$ cat src/rtl/cond_code_unit_if.sv
// E-stage bundle between the execute pipeline and the condition-code unit.
// The master drives the ALU/control side. The slave returns the CC state and the condition result.
interface cond_code_unit_if #(
    parameter int unsigned WIDTH = 64
);
    logic             e_stall;
    logic             e_bubble;
    logic             set_cc;
    logic [1:0]       alu_fun;
    logic [WIDTH-1:0] alu_result;
    logic             alu_overflow;
    logic [3:0]       e_ifun;
    logic             m_exc;
    logic             w_exc;
    logic             zf;
    logic             sf;
    logic             of;
    logic             e_cnd;
    logic             cc_written;

    modport master (
        output e_stall, e_bubble, set_cc, alu_fun, alu_result, alu_overflow,
               e_ifun, m_exc, w_exc,
        input  zf, sf, of, e_cnd, cc_written
    );

    modport slave (
        input  e_stall, e_bubble, set_cc, alu_fun, alu_result, alu_overflow,
               e_ifun, m_exc, w_exc,
        output zf, sf, of, e_cnd, cc_written
    );
endinterface

$ cat src/rtl/cond_code_unit.sv
// Y86-64 condition-code register (ZF/SF/OF) and jXX/cmovXX condition evaluation.
// The CC register is written by OPq in E. e_cnd is evaluated from the registered flags, with no bypass.
module cond_code_unit #(
    parameter int unsigned WIDTH  = 64,
    parameter logic        ZF_RST = 1'b1
) (
    input logic               clk,
    input logic               rst,
    cond_code_unit_if.slave   cc
);
    typedef enum logic [1:0] {
        FUN_ADD = 2'b00,
        FUN_SUB = 2'b01,
        FUN_AND = 2'b10,
        FUN_XOR = 2'b11
    } alu_fun_e;

    typedef enum logic [3:0] {
        C_ALWAYS = 4'd0,
        C_LE     = 4'd1,
        C_L      = 4'd2,
        C_E      = 4'd3,
        C_NE     = 4'd4,
        C_GE     = 4'd5,
        C_G      = 4'd6
    } cond_e;

    logic zf_q, sf_q, of_q, written_q;
    logic wr;
    logic lt;
    logic cnd;

    assign wr = cc.set_cc & ~cc.e_stall & ~cc.e_bubble & ~cc.m_exc & ~cc.w_exc;

    always_ff @(posedge clk) begin
        if (rst) begin
            zf_q      <= ZF_RST;
            sf_q      <= 1'b0;
            of_q      <= 1'b0;
            written_q <= 1'b0;
        end else begin
            written_q <= wr;
            if (wr) begin
                zf_q <= (cc.alu_result == '0);
                sf_q <= cc.alu_result[WIDTH-1];
                // An and/xor result cannot overflow, so the ALU overflow flag is ignored for those functions.
                of_q <= (cc.alu_fun == FUN_ADD || cc.alu_fun == FUN_SUB) ? cc.alu_overflow : 1'b0;
            end
        end
    end

    assign lt = sf_q ^ of_q;

    always_comb begin
        cnd = 1'b0;
        case (cc.e_ifun)
            C_ALWAYS: cnd = 1'b1;
            C_LE:     cnd = lt | zf_q;
            C_L:      cnd = lt;
            C_E:      cnd = zf_q;
            C_NE:     cnd = ~zf_q;
            C_GE:     cnd = ~lt;
            C_G:      cnd = ~lt & ~zf_q;
            default:  cnd = 1'b0;
        endcase
    end

    assign cc.zf         = zf_q;
    assign cc.sf         = sf_q;
    assign cc.of         = of_q;
    assign cc.cc_written = written_q;
    assign cc.e_cnd      = cnd;
endmodule
$ cat src/flat_wrapper.sv
// flat-port wrapper written by rule: the top's interface ports become plain ports
module cond_code_unit_flat 
#(
    parameter int unsigned WIDTH  = 64,
    parameter logic        ZF_RST = 1'b1
)
  (clk, rst, cc_e_stall, cc_e_bubble, cc_set_cc, cc_alu_fun, cc_alu_result, cc_alu_overflow, cc_e_ifun, cc_m_exc, cc_w_exc, cc_zf, cc_sf, cc_of, cc_e_cnd, cc_cc_written);
  cond_code_unit_if #(.WIDTH(WIDTH)) cc_i ();
  input logic clk;
  input logic rst;
  input wire logic [$bits(cc_i.e_stall)-1:0] cc_e_stall;
  input wire logic [$bits(cc_i.e_bubble)-1:0] cc_e_bubble;
  input wire logic [$bits(cc_i.set_cc)-1:0] cc_set_cc;
  input wire logic [$bits(cc_i.alu_fun)-1:0] cc_alu_fun;
  input wire logic [$bits(cc_i.alu_result)-1:0] cc_alu_result;
  input wire logic [$bits(cc_i.alu_overflow)-1:0] cc_alu_overflow;
  input wire logic [$bits(cc_i.e_ifun)-1:0] cc_e_ifun;
  input wire logic [$bits(cc_i.m_exc)-1:0] cc_m_exc;
  input wire logic [$bits(cc_i.w_exc)-1:0] cc_w_exc;
  output wire logic [$bits(cc_i.zf)-1:0] cc_zf;
  output wire logic [$bits(cc_i.sf)-1:0] cc_sf;
  output wire logic [$bits(cc_i.of)-1:0] cc_of;
  output wire logic [$bits(cc_i.e_cnd)-1:0] cc_e_cnd;
  output wire logic [$bits(cc_i.cc_written)-1:0] cc_cc_written;
  assign cc_i.e_stall = cc_e_stall;
  assign cc_i.e_bubble = cc_e_bubble;
  assign cc_i.set_cc = cc_set_cc;
  assign cc_i.alu_fun = cc_alu_fun;
  assign cc_i.alu_result = cc_alu_result;
  assign cc_i.alu_overflow = cc_alu_overflow;
  assign cc_i.e_ifun = cc_e_ifun;
  assign cc_i.m_exc = cc_m_exc;
  assign cc_i.w_exc = cc_w_exc;
  assign cc_zf = cc_i.zf;
  assign cc_sf = cc_i.sf;
  assign cc_of = cc_i.of;
  assign cc_e_cnd = cc_i.e_cnd;
  assign cc_cc_written = cc_i.cc_written;
  cond_code_unit #(.WIDTH(WIDTH), .ZF_RST(ZF_RST)) u_core (.clk(clk), .rst(rst), .cc(cc_i));
endmodule
$ cat config.mk
export PLATFORM = sky130hd
export DESIGN_NAME = cond_code_unit_flat
export DESIGN_NICKNAME = d
export VERILOG_FILES = /design/src/rtl/cond_code_unit_if.sv /design/src/rtl/cond_code_unit.sv /design/src/flat_wrapper.sv
export SDC_FILE = /design/constraint.sdc
export NUM_CORES = 1
export LEC_CHECK = 0
export ABC_AREA = 1
export CORE_UTILIZATION = 21
export CTS_BUF_LIST = sky130_fd_sc_hd__clkbuf_16
export DETAILED_ROUTE_END_ITERATION = 12
export PLACE_DENSITY = 0.95
export SYNTH_ARGS = -nofsm -noshare
export SYNTH_HDL_FRONTEND = slang
export SYNTH_SLANG_ARGS = --single-unit
$ cat constraint.sdc
create_clock -name clk -period 2.7 [get_ports clk]
set_input_delay 0.54 -clock clk [delete_from_list [all_inputs] [get_ports clk]]
set_output_delay 0.54 -clock clk [all_outputs]
set_load 0.02 [all_outputs]
* Word-level counts from Yosys, hierarchy flattened *
Cells that the tools add are included.

cells by class
  magnitude comparators = 0
  shift-type cells = 0
  equal/unequal tests = 7
  add/subtract/negate cells = 0
  reduce and logical (&&, ||, !) cells = 4
  bitwise logic cells = 13
  multiplexer cells = 2
  div/mod/pow operators = 0
  $mul = 0

operator list
  cell                number
  $logic_not 64->1    1
  $eq 4x3->1 const B  3
  $eq 4x2->1 const B  2
  $pmux 1 s7          1
  $not 1->1           6
  $and 1x1->1         5
  $eq 4x1->1 const B  1
  $logic_not 4->1     1
  $eq 2x1->1 const B  1
  $logic_not 2->1     1
  $logic_or 1x1->1    1
  $mux 1              1
  $or 1x1->1          1
  $xor 1x1->1         1

storage, ports and cells
  input port bits = 78
  memories = 0
  register bits after elaboration = 4
  logic and storage cells = 30
  bits in latches = 0
  RAM bits = 0
  memory bits (read-only) = 0

* Logic depth before layout (Yosys ltp) *
Gate-level depths: netlist of the first run.

  depth in word-level cells = 5
  depth in mapped cells = 7

* Least setup slack after synthesis of the first run *
No wires, ideal clock.

  path type = in2out
  start = in cc_e_ifun[1]
  end = out cc_e_cnd
  setup slack = 1026 ps
  data required time = 2160 ps
  arrival time = 1134 ps
  stages on the path = 7
  cells stage by stage = nand2_1 inv_1 nor2_1 nand2_1 nand2_1 nand2_1 nor2_1

on the way
  longest elaborated chain between the ends = 2

ends and longest elaborated chain
  item                                      RTL line              text
  from (decl)                               flat_wrapper.sv:17    input wire logic [$bits(cc_i.e_ifun)-1:0] cc_e_ifun;
  $eq 4x3->1, or another cell as far along  cond_code_unit.sv:56  case (cc.e_ifun)
  $pmux 1 s7 (*)                            cond_code_unit.sv:56
  to (decl)                                 flat_wrapper.sv:23    output wire logic [$bits(cc_i.e_cnd)-1:0] cc_e_cnd;

Every way passes the cells marked *; elsewhere a longest branch is shown, timed or not.

* Final worst setup path of the first run *
  start = in cc_e_ifun[0]
  end = out cc_e_cnd

The elaborated chain is that of the path after synthesis.

==> impl_summary.md, run 1 <==
Clocking
The total clock buffers created by CTS is 3. Clock latency on the worst-skew pair, taken at its later pin, is 0.22 ns. The CTS tree is yes.

The clock passes through at most 2 buffers. The count of H-tree levels built during CTS is 1. The post-CTS setup-driven buffer insertion count is 0. The clock-pin slew on the worst setup and hold paths is 0.03 ns. The number of sinks handled by clock tree synthesis is 4. In this run the clock root is driven by a clkbuf_16.

STA
The worst path in the final design needs a cycle of 2.23 ns, including I/O delays and setup. The fmax is 449 MHz. Setup repair after global routing left no endpoint under its margin. The max-slew violation total from the final report is 0. Headroom to the max-slew limit came out at 0.848. The total of endpoints with negative setup slack in the final report is 0. The final number of hold-violating endpoints is 0. Final hold analysis gives a worst-case slack of 0.501 ns.

At the pin with the least slew margin, the transition time is 0.227 ns. The summed negative setup slack over all endpoints is 0 ns. For the final database, setup skew stands at 0 ns.

The post-route clock period utilization is 0.825.

Global routing
The met2 routing resource usage after global routing is 0.395. The met3 routing resource usage after global routing is 0.0453. After global routing the overflow that remains totals 0.

The number of global-route vias before repair came to 782. The initial antenna violation count came to 0. For met1 alone, demand over resource in global routing was 0.144.

The wire length of the first global-routing pass is 2.83 mm. For this run, the total global-route usage over all layers was measured as 0.177. The layer flagged by global routing as most heavily used is met2. The maximum number of pins on one net before global-route repair is 6.

Worst setup path
The nature of the critical path endpoint is a primary output. The critical path contains buffers and inverters numbering 3 combined. The kind of cell with the highest combined delay along the critical path is buffers and inverters. The critical path start-end classification is in -> out. For this run, the slowest stage of the critical path takes 0.47 ns. The master of the slowest instance on the critical path is clkdlybuf4s50_1. In this design, the critical path's most frequently occurring cell is nand2_1. The startpoint class of the critical path is an input pin. For the worst setup path, the data arrival time is 1.69 ns. Traced cell by cell, the critical path runs through clkdlybuf4s50_1 -> nand2_1 -> inv_1 -> nor2_1 -> nand2_1 -> nand2_1 -> nand2_1 -> nor2_1 -> dlymetal6s2s_1. Data on the critical path is required at its endpoint by 2.16 ns. Along the worst path, the maximum fanout reaches 5.

Synthesis
The total nets after synthesis is 170. The share of synthesized area in the top cell type comes to 0.385. A synthesized cell averages 4.77 sq um. The netlist uses 12 different library cells. The largest total area in the synthesized netlist belongs to nor2_1. The number of warning messages in the yosys log is 0. The count of mapped cells out of synthesis is 92.

The fraction of the yosys area taken by sequential cells is 0.182. The synthesized design contains 4 register bits. In the post-synthesis netlist, the biggest area contributors are nor2_1 38%, nand2_1 21%, dfxtp_1 18%. In this run the cell area of the synthesized design comes to 439 sq um.

Die
The placeable core area is 1960 sq um. The die is 47.7 um wide. The I/O pin count is 83. The die covers 2280 sq um.

The initial core utilization is 0.224. Measured along the y axis, the die boundary spans 47.7 um. In this run the core area contains 16 standard-cell rows.

Power and ir drop
The total power is 432 uW. The analysis attributes to net switching a power of 73.7 uW. Dividing total power by cell area gives a power density of 317 nW/um^2. The clock network fraction of total power is 0.530. The leakage power figure is 0.551 nW. The switching part of the total is 0.171.

The share of total power dissipated in combinational logic is 0.329. The worst supply voltage drop on vdd is 222 uV. Of the total power, registers draw 0.141.

The internal power is 358 uW.

Routing
The average detailed-routed wire length per instance is 10.2 um. For this run, design rule violations remaining after detail routing come to 0. The number of iterations in the first detailed-routing pass is 4.

The DRC violation total after the first TritonRoute iteration is 8. The routed wire length is 2.07 mm. The routed layout has 875 vias.

The via-per-instance ratio is 4.31. The remaining antenna violation count is 0.

Place
The congestion estimate from routability-driven global placement came to 0.638. The cell area after placement is 1280 sq um. The total of buffers placed on input and output ports is 81.

The placed wire-length estimate after detailed placement is 1.87 mm.

Finish
The number of antenna diodes in the final layout is 0. Summing all non-filler instances in the final layout gives an area of 1360 sq um. The area added between synthesis and finish is 210%.

The number of nets at the end of the flow is 256. The number of inserted filler cells in the final layout is 189. Of the cells placed in the final design, the portion with a size suffix greater than 1 is 0.0227. Once layout is complete, the utilization of the core stands at 0.694.

Min path
The worst min-delay path class is reg -> reg.

Outcome
The flow ran to the end, and the final reports show no timing, DRC or antenna violations.

Job
The count of maximum capacitance violations is 0.
-- path summary, 6_finish.rpt --
check / startpoint / endpoint / slack [ns] / cells after the start
max reg2reg: u_core.cc.zf / u_core.cc.zf / 2.04 / 2
min: u_core.cc.of / u_core.cc.of / 0.50 / 2
max: cc_e_ifun[0] / cc_e_cnd / 0.47 / 9
min reg2reg: u_core.cc.of / u_core.cc.of / 0.50 / 2
-- cell families after synthesis --
kind of cell | after synthesis | synth area share
AOI/OAI and AO/OA | 6 | 0.0684
DFF | 4 | 0.182
and+or+nand+nor | 76 | 0.687
buffers and inverters | 5 | 0.0427
xor gates and xnor gates | 1 | 0.0199
-- state kept, by name, indices dropped and copies added, names as in the netlist --
name / flops
u_core.cc.of: 1
u_core.cc.cc_written: 1
u_core.cc.sf: 1
u_core.cc.zf: 1
-- worst reg2reg max path: cells and delay by family, from the launching register on --
family | cells | cell delay, ns
AOI/OAI and AO/OA | 1 | 0.16
DFF | 1 | 0.32
and+or+nand+nor | 1 | 0.06
-- cells in the final DEF, fill, tap and decap left out --
cell type         n
nand2_1          24
xor2_1            1
o21ai_0           2
nand4_1           3
nor2_2            1
nor2_1           45
clkbuf_16         3
dfxtp_1           4
nor3_1            1
inv_1             5
a21oi_1           4
clkdlybuf4s50_1  80
nand3_1           1
nand3b_1          1
dlymetal6s2s_1    1
-- per-layer routing --
layer	vias to the layer above	part of all wire
met5	-	0
met4	0	0
met3	0	0.11
met2	50	0.58
met1	371	0.30
li1	454	-
-- what timing repair did --
item / in CTS / in global routing
setup endpoints to repair: 0 / 1
hold buffers: 0 / 0
gates resized for setup: 0 / 1
-- Yosys cell counts, drive strengths merged --
library cell	number
o21ai	2
nand3b	1
xor2	1
nor2	46
nand4	3
a21oi	4
dfxtp	4
nor3	1
nand2	24
nand3	1
inv	5
-- through the flow --
step           std cells  setup WS, ns
2_1_floorplan         92          1.03
3_3_place_gp         200         0.104
3_5_place_dp         200        0.0837
4_1_cts              203        0.0726
5_1_grt              203         0.361
6_report             203         0.473
-- power groups by stage --
stage	clock [mW]	sequential [mW]	combinational (mW)
final	0.229	0.0610	0.142
after detailed placement	0	0.0618	0.143
after global placement	0	0.0617	0.138
after global routing	0.236	0.0611	0.154
after floorplan	0	0.0626	0.0227
after CTS	0.229	0.0610	0.144
-- cell type report --
type | count | area [sq um] | share of cell area
clock buffer | 3 | 75.1 | 0.0551
inverter | 5 | 18.8 | 0.0138
multi-input combinational | 83 | 340 | 0.250
sequential | 4 | 80.1 | 0.0588
tap | 27 | 33.8 | 0.0248
timing repair buffer | 81 | 813 | 0.597
(Power assumes the default switching activity.)
==> run 2, diff against run 1 <==
Settings changed: CORE_UTILIZATION 21 to 19, PLACE_DENSITY 0.95 to 0.9.
Clock period 2.7 ns to 2.1 ns, I/O delays scaled along.
==> impl_summary.md, run 2 (synthesized netlist as in run 1, its figures left out) <==
Outcome
Outcome: finished, final reports clean (unchanged).

Clocking
The clock-pin slew on the worst setup and hold paths was 0.03 ns (about the same). The total clock buffers created by CTS was 3 (unchanged). The largest buffer count on any clock path is 2 (unchanged). The CTS tree is yes (unchanged).

The clock root buffer is clkbuf_16 (unchanged). The clock latency at the later pin of the worst-skew pair came to 0.22 ns (about the same). The number of sinks handled by clock tree synthesis is 4 (unchanged). The hold-fix buffer count after cts is 0 (unchanged). The count of H-tree levels built during CTS came to 1 (unchanged).

Die
The placeable core area is 2190 sq um (was 1960 sq um). The area enclosed by the die boundary is 2510 sq um (was 2280 sq um). The die span in x was 50.1 um (was 47.7 um). The chip height is 50.1 um (was 47.7 um). The standard-cell row count is 17 (was 16).

The I/O pin count is 83 (unchanged). The initial core utilization came to 0.200 (was 0.224).

Place
The total of buffers placed on input and output ports was 81 (unchanged). The cell area after placement came to 1280 sq um (about the same). The placed wire-length estimate after detailed placement was 1.72 mm (was 1.87 mm). The global placer's final weighted congestion is 0.598 (was 0.638). The post-placement setup slack is -0.317 ns (was 0.0837 ns).

STA
The slew of the pin with the lowest slew margin is 0.220 ns (was 0.227 ns). Subtracting the final worst setup slack from the clock period gives 1.97 ns. The summed negative setup slack over all endpoints is 0 ns (unchanged). The worst slew margin relative to its limit came to 0.853 (was 0.848). The max-slew violation total from the final report is 0 (unchanged).

The total of endpoints with negative setup slack in the final report is 0 (unchanged). The least setup slack across all paths after layout came to 0.129 ns (was 0.473 ns). The worst hold-check slack came to 0.495 ns (was 0.501 ns). The clock skew was 0 ns (unchanged).

The final number of hold-violating endpoints was 0 (unchanged). The fmax is 507 MHz. Setup repair after global routing missed its margin: no (unchanged). Dividing the final minimum period by the clock period gives 0.938.

Routing
The remaining antenna violation count is 0 (unchanged). The average detailed-routed wire length per instance came to 9.22 um (was 10.2 um). The DRC violation count after routing is 0 (unchanged). The detailed-route via count came to 841 (was 875). The via-per-instance ratio came to 4.12 (was 4.31). The DRC violation total after the first TritonRoute iteration is 5 (was 8). The routed wire length is 1.88 mm (was 2.07 mm). The number of iterations in the first detailed-routing pass came to 4 (unchanged).

Worst setup path
The nature of the critical path endpoint is a primary output (unchanged). The maximum net fanout on the critical path is 5 (unchanged). The critical path arrival was 1.55 ns (was 1.69 ns). The startpoint class of the critical path was an input pin (unchanged). The required time of the worst setup path came to 1.68 ns (was 2.16 ns). The critical path start-end classification is in -> out (unchanged).

Finish
The fraction of final layout cells sized beyond drive strength 1 is 0.0284 (was 0.0227). The number of nets at the end of the flow is 256 (unchanged). The number of inserted filler cells in the final layout is 206 (was 189). The most common library cell in the layout ignoring fill and taps is clkdlybuf4s50_1 (unchanged). The cell area after layout is 1360 sq um (about the same). Commonest non-fill, non-tap cells in the layout: 80 x clkdlybuf4s50_1, 45 x nor2_1, 24 x nand2_1 (unchanged).

The diode insertion count for antenna repair was 0 (unchanged). The area added between synthesis and finish is 209% (was 210%).

Global routing
The number of global-route vias before repair is 872 (was 782). The overall fraction of global-route tracks in use came to 0.159 (was 0.177). The global route total overflow is 0 (unchanged). The initial antenna violation count is 0 (unchanged). The maximum number of pins on one net before global-route repair is 6 (unchanged). The wire length of the first global-routing pass is 3.08 mm (was 2.83 mm).

Power and ir drop
The power density of the placed cells is 405 nW/um^2 (was 317 nW/um^2). The worst supply voltage drop on vdd was 246 uV (was 222 uV). The leakage power figure is 0.539 nW (was 0.551 nW).

Job
The count of maximum capacitance violations is 0 (unchanged).

Min path
The worst min-delay path class is reg -> reg (unchanged).
-- run 2: layout make-up --
type                    count  area (sq um)  share of cell area
repair buffers             81           806               0.595
inverters                   5          18.8              0.0139
flip-flops and latches      4          80.1              0.0591
well taps                  28          35.0              0.0259
clock buffers               3          75.1              0.0554
multi-input cells          83           340               0.251
-- run 2: final timing paths --
path	end	slack (ns)	startpoint	cells after the start
max	cc_e_cnd	0.13	cc_e_ifun[0]	9
min reg2reg	u_core.cc.sf	0.50	u_core.cc.sf	2
max reg2reg	u_core.cc.zf	1.44	u_core.cc.zf	2
min	u_core.cc.sf	0.50	u_core.cc.sf	2
-- run 2: worst max-delay path: stages --
cell and delay, ns:
clkdlybuf4s50_1 0.47, nand2_1 0.08, inv_1 0.05, nor2_1 0.11
nand2_1 0.07, nand2_1 0.06, nand2_1 0.05, nor2_1 0.08
buf_2 0.17
-- run 2: power by group --
| group | total (mW) | switching, mW | internal (mW) |
|---|---|---|---|
| clock network | 0.292 | 0.0487 | 0.243 |
| logic | 0.179 | 0.0410 | 0.138 |
| registers | 0.0785 | 0.000899 | 0.0776 |
| total | 0.549 | 0.0906 | 0.459 |
-- run 2: what timing repair did --
item / CTS / global route
buffers inserted: 0 / 0
resized for setup: 3 / 1
endpoints found under the setup margin: 1 / 1
cloned: 0 / 0
-- run 2: per-layer routing --
layer,wire length [um],track usage,vias up
met2,1040,0.342,49
met1,636,0.128,336
li1,-,-,454
met5,0,0,-
met4,17,0.0857,0
met3,186,0.0247,2
-- run 2: per-stage QoR --
stage	total power, mW	instances	util
final	0.549	204	0.619
after global routing	0.576	204	0.619
after CTS	0.555	204	0.621
after detailed placement	0.261	201	0.587
after global placement	0.258	201	0.587
after floorplan	0.110	92	-
==> run 3, diff against run 2 <==
Settings changed: GPL_TIMING_DRIVEN set to 0.
==> impl_summary.md, run 3 (synthesized netlist as in run 1, its figures left out) <==
Outcome
Outcome: finished, final reports clean (unchanged).

Finish
The area taken by flip-flops and latches was 80.1 sq um (unchanged). The core occupancy in the finished layout came to 0.620 (was 0.619). The area of the multi-input gates came to 340 sq um (unchanged). The fraction of final layout cells sized beyond drive strength 1 is 0.0284 (unchanged). The most common library cell in the layout ignoring fill and taps is clkdlybuf4s50_1 (unchanged). Commonest non-fill, non-tap cells in the layout: 79 x clkdlybuf4s50_1, 45 x nor2_1, 24 x nand2_1 (was 80 x clkdlybuf4s50_1, 45 x nor2_1, 24 x nand2_1). The diode insertion count for antenna repair is 0 (unchanged). The count of non-filler cells in the finished layout is 204 (unchanged).

The number of inserted filler cells in the final layout is 215 (was 206). The area added between synthesis and finish was 209% (about the same). The number of nets at the end of the flow is 256 (unchanged). The cell area after layout came to 1360 sq um (about the same).

Worst setup path
The maximum net fanout on the critical path is 3 (was 5). The required time of the worst setup path was 1.68 ns (about the same). The number of buffer and inverter instances along the worst setup path came to 3 (unchanged). The startpoint class of the critical path is an input pin (unchanged). The dominant delay contributor by cell family on the critical path is buffers and inverters (unchanged).

The critical path arrival was 1.51 ns (was 1.55 ns). The nature of the critical path endpoint was a primary output (unchanged). The critical path start-end classification is in -> out (unchanged).

The endpoint of the worst-slack reg-to-reg timing path is u_core.cc.zf (unchanged). The master of the slowest instance on the critical path is clkdlybuf4s50_1 (unchanged). The count of cells along the worst register-to-register path came to 2 (unchanged). Cell Chain, Critical Path: clkdlybuf4s50_1 -> nand2_1 -> inv_1 -> nor2_1 -> nand2_1 -> nand2_1 -> nand2_1 -> nor2_1 -> buf_2 (unchanged). The cell occurring most often along the worst timing path is nand2_1 (unchanged). The delay of the slowest critical-path stage is 0.44 ns (was 0.47 ns).

The slack of the worst reg-to-reg path is 1.46 ns (was 1.44 ns). The worst flop-to-flop path startpoint is u_core.cc.zf (unchanged).

STA
The post-route clock period utilization is 0.920 (was 0.938). The time the final worst path needs with I/O delays and setup is 1.93 ns (was 1.97 ns). The worst hold-check slack is 0.491 ns (was 0.495 ns). The worst slew margin relative to its limit came to 0.852 (was 0.853). The clock skew is 0 ns (unchanged).

The max-slew violation total from the final report is 0 (unchanged). The fmax is 517 MHz (was 507 MHz). The final number of hold-violating endpoints is 0 (unchanged). The total of endpoints with negative setup slack in the final report is 0 (unchanged). The slew of the pin with the lowest slew margin is 0.221 ns (was 0.220 ns). The least setup slack across all paths after layout came to 0.167 ns (was 0.129 ns). The summed negative setup slack over all endpoints is 0 ns (unchanged). Setup repair after global routing missed its margin: no (unchanged).

Global routing
The overall fraction of global-route tracks in use is 0.174 (was 0.159). The maximum number of pins on one net before global-route repair is 6 (unchanged). The global route total overflow is 0 (unchanged).

The initial antenna violation count was 0 (unchanged). The wire length of the first global-routing pass was 3.31 mm (was 3.08 mm). The number of global-route vias before repair is 849 (was 872).

Clocking
The CTS tree is yes (unchanged). The clock-pin slew on the worst setup and hold paths is 0.03 ns (about the same). The count of H-tree levels built during CTS is 1 (unchanged). The largest buffer count on any clock path is 2 (unchanged).

The hold-fix buffer count after cts is 0 (unchanged). The clock root buffer is clkbuf_16 (unchanged). The total clock buffers created by CTS is 3 (unchanged). The number of sinks handled by clock tree synthesis is 4 (unchanged).

The clock latency at the later pin of the worst-skew pair is 0.22 ns (about the same).

Die
The placeable core area was 2190 sq um (unchanged). The I/O pin count is 83 (unchanged). The area enclosed by the die boundary came to 2510 sq um (unchanged). The chip height was 50.1 um (unchanged). The initial core utilization is 0.200 (unchanged). The die span in x is 50.1 um (unchanged). The standard-cell row count is 17 (unchanged).

Place
The post-placement cell count is 201 (unchanged). The cell area after placement came to 1280 sq um (unchanged). The post-placement setup slack is -0.340 ns (was -0.317 ns). The placed wire-length estimate after detailed placement came to 1.86 mm (was 1.72 mm). The global placer's final weighted congestion is 0.590 (was 0.598).

The total of buffers placed on input and output ports is 81 (unchanged).

Job
The count of maximum capacitance violations is 0 (unchanged).

Power and ir drop
The worst supply voltage drop on vdd is 254 uV (was 246 uV). The switching part of the total came to 0.170 (was 0.165). The proportion of power drawn by combinational gates is 0.326 (about the same). The sequential power share was 0.142 (was 0.143).

The internal power was 459 uW (about the same). The power density of the placed cells is 407 nW/um^2 (was 405 nW/um^2). The total power is 553 uW (was 549 uW). The net load switching power is 94.1 uW (was 90.6 uW). The leakage power figure is 0.548 nW (was 0.539 nW).

The clock network fraction of total power was 0.532 (was 0.531).

Routing
The via-per-instance ratio came to 4.16 (was 4.12). The average detailed-routed wire length per instance is 9.94 um (was 9.22 um). The remaining antenna violation count came to 0 (unchanged).

The DRC violation total after the first TritonRoute iteration is 2 (was 5). The routed wire length is 2.03 mm (was 1.88 mm). The detailed-route via count is 849 (was 841).

The DRC violation count after routing is 0 (unchanged). The number of iterations in the first detailed-routing pass is 4 (unchanged).

Min path
The hold-critical path endpoint is u_core.cc.sf (unchanged). The number of cells on the worst hold path was 2 (unchanged). The launch instance of the worst min-delay path was u_core.cc.sf (unchanged).

The worst min-delay path class is reg -> reg (unchanged).
run 3: cell types whose count changed in the layout (fill, tap and decap cells not counted):
cell             before  now
clkdlybuf4s50_1      80   79
dlymetal6s2s_1        0    1
run 3: worst max-delay path by stage:
stage / start / endpoint / slack [ns] / cells past startpoint
after floorplan: u_core.cc.of / cc_e_cnd / 0.61 / 6
after detailed placement: cc_e_ifun[0] / cc_e_cnd / -0.34 / 9
final: cc_e_ifun[1] / cc_e_cnd / 0.17 / 9
after global routing: cc_e_ifun[1] / cc_e_cnd / 0.06 / 9
after global placement: cc_e_ifun[0] / cc_e_cnd / -0.25 / 9
after CTS: cc_e_ifun[0] / cc_e_cnd / 0.1 / 9
run 3: layout make-up:
class	count	area share
clock buffer	3	0.0553
inverter	5	0.0138
multi-input combinational	83	0.251
sequential	4	0.0590
tap	28	0.0258
timing repair buffer	81	0.595
run 3: timing repair:
| item | CTS | global route |
|---|---|---|
| buffers inserted | 0 | 0 |
| resized for setup | 4 | 1 |
| setup endpoints to repair | 1 | 1 |
run 3: per-layer routing:
metal / up-vias / routed length [um] / GRT usage
met1: 340 / 613 / 0.133
met5: - / 0 / 0
met2: 51 / 1170 / 0.382
li1: 454 / - / -
met4: 0 / 42 / 0.0857
met3: 4 / 200 / 0.0340
run 3: worst reg2reg max path, delay by kind of cell (launching register included):
kind,cells,cell delay (ns)
compound gates,1,0.14
flops,1,0.32
simple gates,1,0.06
run 3: power groups by stage:
stage / logic [mW] / clock network (mW) / registers (mW)
floorplan: 0.0292 / 0 / 0.0805
global placement: 0.178 / 0 / 0.0794
detailed placement: 0.183 / 0 / 0.0794
CTS: 0.182 / 0.297 / 0.0784
global route: 0.195 / 0.304 / 0.0785
finish: 0.180 / 0.294 / 0.0784
